===== src/rtl/wb_pkg.sv =====
// wb_pkg: result-source encodings, writeback FSM states and register-index constants.
package wb_pkg;
    typedef enum logic [1:0] {
        RES_ALU   = 2'b00,
        RES_DM    = 2'b01,
        RES_PC4   = 2'b10,
        RES_PCIMM = 2'b11
    } result_src_e;

    typedef enum logic {
        IDLE,
        WAIT_DM
    } wb_state_e;

    localparam int REG_ZERO = 0;
endpackage


===== src/rtl/wb_ctrl_if.sv =====
// wb_ctrl_if: execute->writeback handshake, memory response and writeback/hazard outputs.
//   slave  (controller): takes the retiring instruction and dm_rsp_valid; drives in_ready, the result triple, hazard and error flags.
//   master (upstream/env): the mirror image.
interface wb_ctrl_if #(
    parameter int RD_W = 5
);
    logic            in_valid;
    logic            in_ready;
    logic [1:0]      in_result_src;
    logic            in_reg_write;
    logic [RD_W-1:0] in_rd;
    logic            dm_rsp_valid;
    logic [1:0]      result_src;
    logic            reg_write;
    logic [RD_W-1:0] rd;
    logic            pend_valid;
    logic [RD_W-1:0] pend_rd;
    logic            stall;
    logic            err_timeout;
    logic            err_spurious;

    modport slave (
        input  in_valid, in_result_src, in_reg_write, in_rd, dm_rsp_valid,
        output in_ready, result_src, reg_write, rd, pend_valid, pend_rd, stall, err_timeout, err_spurious
    );

    modport master (
        output in_valid, in_result_src, in_reg_write, in_rd, dm_rsp_valid,
        input  in_ready, result_src, reg_write, rd, pend_valid, pend_rd, stall, err_timeout, err_spurious
    );
endinterface


===== src/rtl/wb_ctrl.sv =====
// wb_ctrl: writeback controller issuing registered result_src/reg_write/rd and sequencing multi-cycle loads.
//   clk, rst (async, active-high); bus: wb_ctrl_if.slave carrying the execute handshake,
//   dm_rsp_valid, the writeback triple, pending-load hazard info and timeout/spurious error pulses.
module wb_ctrl
    import wb_pkg::*;
#(
    parameter int TIMEOUT = 16,
    parameter int CNT_W   = 8
) (
    input logic       clk,
    input logic       rst,
    wb_ctrl_if.slave  bus
);
    wb_state_e        state;
    logic [CNT_W-1:0] cnt;
    logic             wen;

    assign bus.in_ready = (state == IDLE);
    assign bus.stall    = ~bus.in_ready;
    // x0 is hardwired to zero, so a write to it is dropped here rather than in the register file
    assign wen = bus.in_reg_write & (bus.in_rd != REG_ZERO);

    always_ff @(posedge clk or posedge rst) begin
        if (rst) begin
            state            <= IDLE;
            cnt              <= '0;
            bus.result_src   <= RES_ALU;
            bus.reg_write    <= 1'b0;
            bus.rd           <= '0;
            bus.pend_valid   <= 1'b0;
            bus.pend_rd      <= '0;
            bus.err_timeout  <= 1'b0;
            bus.err_spurious <= 1'b0;
        end else begin
            bus.reg_write    <= 1'b0;
            bus.err_timeout  <= 1'b0;
            bus.err_spurious <= 1'b0;
            case (state)
                IDLE: begin
                    bus.err_spurious <= bus.dm_rsp_valid;
                    if (bus.in_valid && bus.in_result_src == RES_DM) begin
                        bus.pend_rd    <= bus.in_rd;
                        bus.pend_valid <= wen;
                        bus.result_src <= RES_DM;
                        cnt            <= '0;
                        state          <= WAIT_DM;
                    end else if (bus.in_valid) begin
                        bus.result_src <= bus.in_result_src;
                        bus.rd         <= bus.in_rd;
                        bus.reg_write  <= wen;
                    end
                end
                WAIT_DM: begin
                    cnt <= cnt + 1'b1;
                    // a response on the timeout cycle still completes the load
                    if (bus.dm_rsp_valid) begin
                        bus.reg_write  <= bus.pend_valid;
                        bus.result_src <= RES_DM;
                        bus.rd         <= bus.pend_rd;
                        bus.pend_valid <= 1'b0;
                        state          <= IDLE;
                    end else if (cnt == CNT_W'(TIMEOUT - 1)) begin
                        bus.err_timeout <= 1'b1;
                        bus.pend_valid  <= 1'b0;
                        state           <= IDLE;
                    end
                end
                default: state <= IDLE;
            endcase
        end
    end
endmodule


===== src/flat_wrapper.sv =====
// flat-port wrapper written by rule: the top's interface ports become plain ports
module wb_ctrl_flat import wb_pkg::*;
#(
    parameter int TIMEOUT = 16,
    parameter int CNT_W   = 8
)
  (clk, rst, bus_in_valid, bus_in_result_src, bus_in_reg_write, bus_in_rd, bus_dm_rsp_valid, bus_in_ready, bus_result_src, bus_reg_write, bus_rd, bus_pend_valid, bus_pend_rd, bus_stall, bus_err_timeout, bus_err_spurious);
  wb_ctrl_if bus_i ();
  input logic clk;
  input logic rst;
  input wire logic [$bits(bus_i.in_valid)-1:0] bus_in_valid;
  input wire logic [$bits(bus_i.in_result_src)-1:0] bus_in_result_src;
  input wire logic [$bits(bus_i.in_reg_write)-1:0] bus_in_reg_write;
  input wire logic [$bits(bus_i.in_rd)-1:0] bus_in_rd;
  input wire logic [$bits(bus_i.dm_rsp_valid)-1:0] bus_dm_rsp_valid;
  output wire logic [$bits(bus_i.in_ready)-1:0] bus_in_ready;
  output wire logic [$bits(bus_i.result_src)-1:0] bus_result_src;
  output wire logic [$bits(bus_i.reg_write)-1:0] bus_reg_write;
  output wire logic [$bits(bus_i.rd)-1:0] bus_rd;
  output wire logic [$bits(bus_i.pend_valid)-1:0] bus_pend_valid;
  output wire logic [$bits(bus_i.pend_rd)-1:0] bus_pend_rd;
  output wire logic [$bits(bus_i.stall)-1:0] bus_stall;
  output wire logic [$bits(bus_i.err_timeout)-1:0] bus_err_timeout;
  output wire logic [$bits(bus_i.err_spurious)-1:0] bus_err_spurious;
  assign bus_i.in_valid = bus_in_valid;
  assign bus_i.in_result_src = bus_in_result_src;
  assign bus_i.in_reg_write = bus_in_reg_write;
  assign bus_i.in_rd = bus_in_rd;
  assign bus_i.dm_rsp_valid = bus_dm_rsp_valid;
  assign bus_in_ready = bus_i.in_ready;
  assign bus_result_src = bus_i.result_src;
  assign bus_reg_write = bus_i.reg_write;
  assign bus_rd = bus_i.rd;
  assign bus_pend_valid = bus_i.pend_valid;
  assign bus_pend_rd = bus_i.pend_rd;
  assign bus_stall = bus_i.stall;
  assign bus_err_timeout = bus_i.err_timeout;
  assign bus_err_spurious = bus_i.err_spurious;
  wb_ctrl #(.TIMEOUT(TIMEOUT), .CNT_W(CNT_W)) u_core (.clk(clk), .rst(rst), .bus(bus_i));
endmodule

===== config.mk =====
export PLATFORM = sky130hd
export DESIGN_NAME = wb_ctrl_flat
export DESIGN_NICKNAME = d
export VERILOG_FILES = /design/src/rtl/wb_pkg.sv /design/src/rtl/wb_ctrl_if.sv /design/src/rtl/wb_ctrl.sv /design/src/flat_wrapper.sv
export SDC_FILE = /design/constraint.sdc
export NUM_CORES = 1
export LEC_CHECK = 0
export BUFFER_PORTS_ARGS = -buffer_cell sky130_fd_sc_hd__buf_2
export CORE_MARGIN = 1.5
export CORE_UTILIZATION = 25
export DETAILED_ROUTE_END_ITERATION = 10
export SYNTH_ARGS = -nofsm -noshare
export SYNTH_HDL_FRONTEND = slang
export SYNTH_SLANG_ARGS = --single-unit

===== constraint.sdc =====
create_clock -name clk -period 1.85 [get_ports clk]
set_input_delay 0.185 -clock clk [delete_from_list [all_inputs] [get_ports clk]]
set_output_delay 0.185 -clock clk [all_outputs]
set_load 0.05 [all_outputs]

# After elaboration in Yosys (flattened, before gate mapping)
# Index checks and enable logic that the tools add are counted.
# totals
regBits,25
inputBits,12
output_inout_bits,18
wordCells,52
# classes
n_addsub,1
n_eq_ne,8
muxes,26
n_bitwise,2
reduce_logical,6
# op_table
op,n
$pmux W8 S2,1
$mux W5,3
$mux W1,13
$pmux W5 S2,1
$add A8 B1 Y8 const B,1
$eq A8 B4 Y1 const B,1
$mux W8,1
$mux W2,3
$ne A2 B2 Y1 const B,3
$pmux W1 S2,3
$reduce_and A2 Y1,3
$reduce_bool A5 Y1,1
$pmux W2 S2,1
$ne A3 B2 Y1 const B,1
$ne A3 B3 Y1 const B,1
$reduce_and A3 Y1,1
$eq A2 B1 Y1 const B,1
$ne A2 B1 Y1 const B,1
$and A1 B1 Y1,1
$logic_and A1 B1 Y1,1
$not A1 Y1,1

# Longest topological paths before layout
# Gate-level depths: netlist (run 1).
# depth
depth_word,5
mapped_depth,5
depth_no_buf,4

# Worst setup path before layout (run 1)
# OpenSTA, ideal clock, no wires.
# synth_timing
kind,reg-to-reg
from,"register u_core.state, in the netlist u_core.bus.stall"
to,register u_core.bus.result_src[0]
setup_ns,0.122
arrival_time_ns,1.523
required_time_ns,1.728
slack_ns,0.205
path_stages_with_launch,6
path_buffers,2
synth_period_minus_slack_ns,1.645
cell_sequence,dfrtp_1 -> buf_6 -> buf_6 -> inv_1 -> a21oi_1 -> o22a_1
# synth_via
elab_chain_cells,3
word_cells_on_any_way,5
classes_between,eq/ne: 2; mux: 1; bitwise: 1; reduce/logical: 1
# synth_lines
element,line_no,source
start: declaration,wb_ctrl.sv:14,wb_state_e state;
start signal: assignment,wb_ctrl.sv:25,state <= IDLE;
start signal: assignment,wb_ctrl.sv:46,state <= WAIT_DM;
start signal: assignment,wb_ctrl.sv:61,state <= IDLE;
$not A1 Y1 (no line) *,n/a,
named net bus_in_ready,flat_wrapper.sv:16,output wire logic [$bits(bus_i.in_ready)-1:0] bus_in_ready;
$ne A3 B2 Y1 (no line),n/a,
$reduce_and A2 Y1 (no line),n/a,
end signal: assignment,wb_ctrl.sv:48,bus.result_src <= bus.in_result_src;
end: declaration,wb_ctrl_if.sv:24,"output in_ready, result_src, reg_write, rd, pend_valid, pend_rd, stall, err_timeout, err_spurious"
# Mark *: on every way through the listed nets, which the timed path passes. The rest lies on a longest branch.
# A chain may end at the register's enable or synchronous reset.

# Worst setup path after layout (run 1)
# layout_timing
from,"register u_core.state, in the netlist u_core.bus.stall"
to,output port bus_stall
# layout_lines
element,line_no,source
end: declaration,flat_wrapper.sv:22,output wire logic [$bits(bus_i.stall)-1:0] bus_stall;
# No word-level cell between the ends.

==> results of run 1 <==
[per-layer routing]
| metal | global-route usage (%) | vias up |
|---|---|---|
| li1 | - | 405 |
| met1 | 14.3 | 429 |
| met2 | 18.0 | 26 |
| met3 | 2.36 | 0 |
| met4 | 0 | 0 |
| met5 | 0 | - |
[logic make-up (layout without fill, tap and decap cells)]
logic type | Yosys count | after routing | synth area share [%]
AO/OA/AOI/OAI | 18 | 18 | 10.6
XOR/XNOR | 2 | 2 | 1.46
adder cells (fa/ha/maj) | 1 | 1 | 1.04
buffers and inverters | 6 | 38 | 3.76
flip-flops | 25 | 25 | 52.2
multiplexers | 16 | 16 | 15.9
AND/OR/NAND/NOR | 26 | 26 | 15.0
[worst paths after layout]
path | from | end | slack [ns] | cells after the start
min in group asynchronous | rst | u_core.cnt[6] | 0.50 | 4
hold / removal | bus_dm_rsp_valid | u_core.bus.err_timeout | 0.15 | 2
setup reg to reg | u_core.bus.stall | u_core.bus.rd[2] | 0.23 | 3
hold reg to reg | u_core.bus.result_src[0] | u_core.bus.result_src[0] | 0.49 | 1
setup / recovery | u_core.bus.stall | bus_stall | 0.22 | 1
max in group asynchronous | rst | u_core.bus.result_src[1] | 1.10 | 4
[metrics by stage]
step	instances	power (mW)	worst slack, ns	instance area (sq um)	hold WS (ns)
2_1_floorplan	94	1.17	0.205	1200	0.212
3_3_place_gp	175	1.30	0.275	1390	0.251
3_5_place_dp	175	1.31	0.213	1390	0.255
4_1_cts	180	1.64	0.198	1440	0.149
5_1_grt	180	1.71	0.0808	1440	0.144
6_report	180	1.61	0.224	1440	0.148
[layout by cell type (no fill, tap or decap)]
master         netlist  routed
nor3_1               1       1
nand3_1              4       4
mux2i_1              1       1
o22a_1               2       2
inv_1                3       3
a21oi_1              1       1
o21ai_1              1       1
o211ai_1             3       3
or4_1                1       1
dfrtp_1             25      25
clkinv_2             0       1
dlygate4sd3_1        0       1
xor2_1               1       1
or4_4                1       1
buf_2                0      29
mux2_4               3       3
nand2b_4             1       1
nand2b_1             1       1
o21ai_0              5       5
nand2_1              6       6
clkbuf_8             0       3
o21ai_4              1       1
buf_4                0       1
o31ai_1              4       4
mux2_2              12      12
o22ai_1              1       1
and2b_1              1       1
nor2b_1              2       2
nand4bb_4            1       1
ha_1                 1       1
nand4_2              2       2
nand4_1              1       1
nor2_1               4       4
xnor2_1              1       1
[synthesized netlist by cell type]
| cell | n | area share (%) |
|---|---|---|
| o22ai_1 | 1 | 0.52 |
| o21ai_0 | 5 | 2.1 |
| xor2_1 | 1 | 0.73 |
| nand2_1 | 6 | 1.9 |
| o21ai_1 | 1 | 0.42 |
| nand2b_4 | 1 | 1.1 |
| o22a_1 | 2 | 1.5 |
| nand2b_1 | 1 | 0.52 |
| ha_1 | 1 | 1.0 |
| and2b_1 | 1 | 0.63 |
| o211ai_1 | 3 | 1.9 |
| dfrtp_1 | 25 | 52 |
| nand4_2 | 2 | 2.1 |
| xnor2_1 | 1 | 0.73 |
| nand4_1 | 1 | 0.52 |
| or4_1 | 1 | 0.63 |
| o31ai_1 | 4 | 2.5 |
| nor2b_1 | 2 | 1.0 |
| mux2i_1 | 1 | 0.84 |
| nor3_1 | 1 | 0.42 |
| nand3_1 | 4 | 1.7 |
| nand4bb_4 | 1 | 2.3 |
| a21oi_1 | 1 | 0.42 |
| nor2_1 | 4 | 1.3 |
| buf_6 | 3 | 2.8 |
| o21ai_4 | 1 | 1.4 |
| mux2_2 | 12 | 11 |
| mux2_4 | 3 | 3.8 |
| or4_4 | 1 | 0.94 |
| inv_1 | 3 | 0.94 |
[registers in the layout, summed over array words and instances (netlist names)]
signal	flops
u_core.bus.err_timeout	1
u_core.bus.rd	5
u_core.bus.pend_rd	5
u_core.bus.reg_write	1
u_core.cnt	8
u_core.bus.err_spurious	1
u_core.bus.pend_valid	1
u_core.bus.stall	1
u_core.bus.result_src	2
[final cells by class]
type / instances / area [sq um]
multi-input cells: 63 / 528
fillers: 471 / 3220
repair buffers: 31 / 163
inverters: 3 / 11.3
clock buffers: 3 / 41.3
flip-flops and latches: 25 / 626
well taps: 54 / 67.6
clock inverters: 1 / 5.00
[power by group through the flow]
stage	clock network, mW	registers, mW	logic, mW
after floorplan	0	0.974	0.199
after global placement	0	0.756	0.548
after detailed placement	0	0.758	0.557
after CTS	0.327	0.750	0.559
after global routing	0.358	0.765	0.589
final	0.314	0.746	0.551
==> flow_summary_export.csv, run 1 <==
group,metric,value,unit
outcome,run_status,"completed",
global_route,antenna_found_initial,0,
timing,tightest_slew,0.655,ns
route,drc_errors,0,
floorplan,pin_count,30,
worst_setup_path,path_buf_inv,1,
layout,num_antenna_cells,0,
power_and_ir_drop,swShare,39.3,%
floorplan,placementRows,25,
yosys,synth_warnings,0,
clock_tree,cts_hold_buf,1,
floorplan,initial_core_util,25.7,%
global_route,grt_pass1_wl,4400,microns
layout,drive_above_1_share,43.7,%
timing,rsz0062_at_grt,"false",
worst_setup_path,crit_chain,"buf_2",
power_and_ir_drop,clockPowerShare,19.5,%
floorplan,coreArea,0.00466,sq mm
power_and_ir_drop,cellPowerDensity,1120,mW/mm^2
clock_tree,cts-root-buf,"clkbuf_8",
yosys,ys_seq_area_share,52.2,%
route,wirelength,2440,microns
clock_tree,cts_buffers,3,
layout,synthToLayoutAreaGrowth,20.3,%
yosys,ys_ff_latch,25,
floorplan,die_height,72.2,microns
route,routed-wl-met2,1210,microns
worst_setup_path,max_stage_delay,0.77,ns
route,routed-wl-met3,123,microns
global_route,gr-total-overflow,0,
timing,period_needed,1.63,ns
worst_setup_path,startpoint_type,"flop",
power_and_ir_drop,switchingPower,0.634,mW
clock_tree,cts_tree,"built",
clock_tree,cts_sinks,25,
yosys,ys_types,30,
route,wl_per_cell,13.6,microns
clock_tree,path_clk_slew,0.09,ns
placed_design,io_buffers,29,
route,met1_length,1110,microns
worst_setup_path,worstPathRequired,1.66,ns
yosys,synth_area,0.00120,sq mm
power_and_ir_drop,power_frac_seq,46.3,%
timing,hold_violations,0,
worst_setup_path,path_max_fanout,20,
timing,relSlewSlack,56.3,%
clock_tree,cts_setup_buffers,0,
clock_tree,htree_levels,1,
yosys,syn_inst,94,
placed_design,hpwl,1900,microns
timing,setup_viol,0,
layout,fin_util,30.9,%
hold_path,holdCritPathClass,"in -> reg",
flow_run,drv_cap,0,
route,top_layer_used,"met3",
timing,finalSetupTns,0,ns
power_and_ir_drop,ir_worst_vdd,604,uV
clock_tree,clock_path_buffers,2,
floorplan,die-area,0.00522,sq mm
global_route,grt_pass1_vias,877,
worst_setup_path,slowest_stage,"dfrtp_1",
yosys,postSynthAreaPerCell,12.8,sq um
floorplan,die_w,72.2,microns
yosys,synth_nets,107,
global_route,grtUsageTotal,10.4,%
clock_tree,cts-resized-gates,0,
route,avgViaCountPerCell,4.78,
timing,slew_violations,0,
timing,timing.final.crit_share,87.9,%
clock_tree,clock_latency,0.26,ns
route,dr.first_iter.drc_count,6,
placed_design,gp_congestion,0.787,
global_route,grt_max_degree,26,
worst_setup_path,cp_top_family,"flip-flops",
worst_setup_path,end_kind,"output pin",
power_and_ir_drop,internal_power,0.978,mW
layout,nets,140,
route,vias,860,
power_and_ir_drop,pwr-share-comb,34.2,%
worst_setup_path,worstSetupPathType,"reg -> out",
timing,clock.fmax,0.615,GHz
timing,clock-skew-final,0.00639,ns
power_and_ir_drop,p_leak,0.670,nW
worst_setup_path,critPathArrivalTime,1.44,ns
route,postRouteAntennaNets,0,
route,firstDrtPassIters,4,
Power figures use the tool's default switching activity.
==> run 2, diff against run 1 <==
==> constraint.sdc (replaced) <==
create_clock -name clk -period 1.85 [get_ports clk]
set_input_delay 0.37 -clock clk [delete_from_list [all_inputs] [get_ports clk]]
set_output_delay 0.37 -clock clk [all_outputs]
set_load 0.05 [all_outputs]
==> flow_summary_export.csv, run 2 (synthesis gave the netlist of run 1 again) <==
group,metric,value,unit
clock_tree,clock_latency,0.26,ns
timing,setup_viol,0,
floorplan,placementRows,25,
clock_tree,cts_sinks,25,
clock_tree,clock_path_buffers,2,
worst_setup_path,critPathArrivalTime,1.22,ns
global_route,gr-total-overflow,0,
placed_design,gp_congestion,0.787,
route,drc_errors,0,
route,firstDrtPassIters,4,
worst_setup_path,path_buf_inv,1,
clock_tree,htree_levels,1,
layout,synthToLayoutAreaGrowth,19.5,%
worst_setup_path,worstSetupPathType,"reg -> out",
timing,hold_violations,0,
route,avgViaCountPerCell,4.79,
route,dr.first_iter.drc_count,9,
worst_setup_path,worstPathRequired,1.48,ns
worst_setup_path,max_stage_delay,0.60,ns
layout,num_antenna_cells,0,
layout,fin_util,30.7,%
global_route,grt_pass1_vias,876,
timing,slew_violations,0,
floorplan,coreArea,0.00466,sq mm
worst_setup_path,path_max_fanout,20,
timing,clock-skew-final,0.00632,ns
global_route,grt_pass1_wl,4390,microns
clock_tree,cts-root-buf,"clkbuf_8",
placed_design,io_buffers,29,
worst_setup_path,cp_top_family,"flip-flops",
worst_setup_path,slowest_stage,"dfrtp_2",
power_and_ir_drop,power,1.61,mW
timing,rsz0062_at_grt,"false",
worst_setup_path,end_kind,"output pin",
floorplan,pin_count,30,
global_route,grtUsageTotal,10.4,%
timing,finalSetupTns,0,ns
floorplan,die_w,72.2,microns
power_and_ir_drop,ir_worst_vdd,604,uV
route,vias,857,
clock_tree,cts_tree,"built",
layout,layout_commonest_cell,"buf_2",
timing,tightest_slew,0.363,ns
floorplan,die_height,72.2,microns
layout,nets,139,
timing,period_needed,1.59,ns
layout,layout_top_registers,"u_core.cnt (8), u_core.bus.pend_rd (5), u_core.bus.rd (5)",
worst_setup_path,crit_chain,"buf_2",
timing,clock.fmax,0.628,GHz
timing,timing.final.crit_share,86.1,%
clock_tree,cts_buffers,3,
floorplan,initial_core_util,25.7,%
layout,mostFrequentLayoutCells,"buf_2, dfrtp_1, mux2_2",
timing,relSlewSlack,75.8,%
placed_design,hpwl,1900,microns
outcome,run_status,"completed",
global_route,antenna_found_initial,0,
power_and_ir_drop,p_leak,0.664,nW
layout,top_register,"u_core.cnt",
clock_tree,path_clk_slew,0.09,ns
layout,drive_above_1_share,44.8,%
floorplan,die-area,0.00522,sq mm
route,wl_per_cell,13.6,microns
worst_setup_path,startpoint_type,"flop",
flow_run,drv_cap,0,
hold_path,holdCritPathClass,"in -> async",
power_and_ir_drop,cellPowerDensity,1120,mW/mm^2
layout,largest_reg_flops,8,
clock_tree,cts_setup_buffers,0,
route,wirelength,2440,microns
global_route,grt_max_degree,26,
route,postRouteAntennaNets,0,
run 2: cell count changes in the layout (fill, tap and decap cells not counted), sizes merged:
cell / change
dlygate4sd3: -1
run 2: worst paths after layout:
kind	startpoint	endpoint	slack, ns	cells after the start
max in group asynchronous	rst	u_core.bus.stall	1.45	3
max reg2reg	u_core.bus.stall	u_core.bus.rd[2]	0.37	3
max	u_core.bus.stall	bus_stall	0.26	1
min reg2reg	u_core.bus.result_src[0]	u_core.bus.result_src[0]	0.49	1
min in group clk	bus_dm_rsp_valid	u_core.bus.err_timeout	0.33	2
min	rst	u_core.cnt[6]	0.14	3
run 2: power breakdown:
part | internal, mW | switching, mW
sequential | 0.649 | 0.0975
combinational | 0.177 | 0.372
clock | 0.150 | 0.164
total | 0.977 | 0.634
run 2: final cells by class:
cell class	instances	area (sq um)
fillers	471	3230
flip-flops and latches	25	627
multi-input cells	63	528
repair buffers	30	153
well taps	54	67.6
clock buffers	3	41.3
inverters	3	11.3
clock inverters	1	5.00
run 2: what timing repair did:
action,4_1_cts,5_1_grt
hold endpoints to repair,0,0
hold buffers,0,0
setup endpoints to repair,0,2
resized for setup,0,1
run 2: metal layers:
layer | GRT usage, % | wire, microns
met1 | 14.2 | 1100
met5 | 0 | 0
met3 | 2.36 | 123
met2 | 18.0 | 1210
met4 | 0 | 0
run 2: through the flow:
stage | instances | hold WS, ns | area, sq um | setup slack, ns
6_report | 179 | 0.136 | 1430 | 0.257
5_1_grt | 179 | 0.175 | 1430 | 0.176
4_1_cts | 179 | 0.150 | 1430 | 0.0147
3_5_place_dp | 175 | 0.440 | 1390 | 0.213
3_3_place_gp | 175 | 0.436 | 1390 | 0.275
2_1_floorplan | 94 | 0.397 | 1200 | 0.205
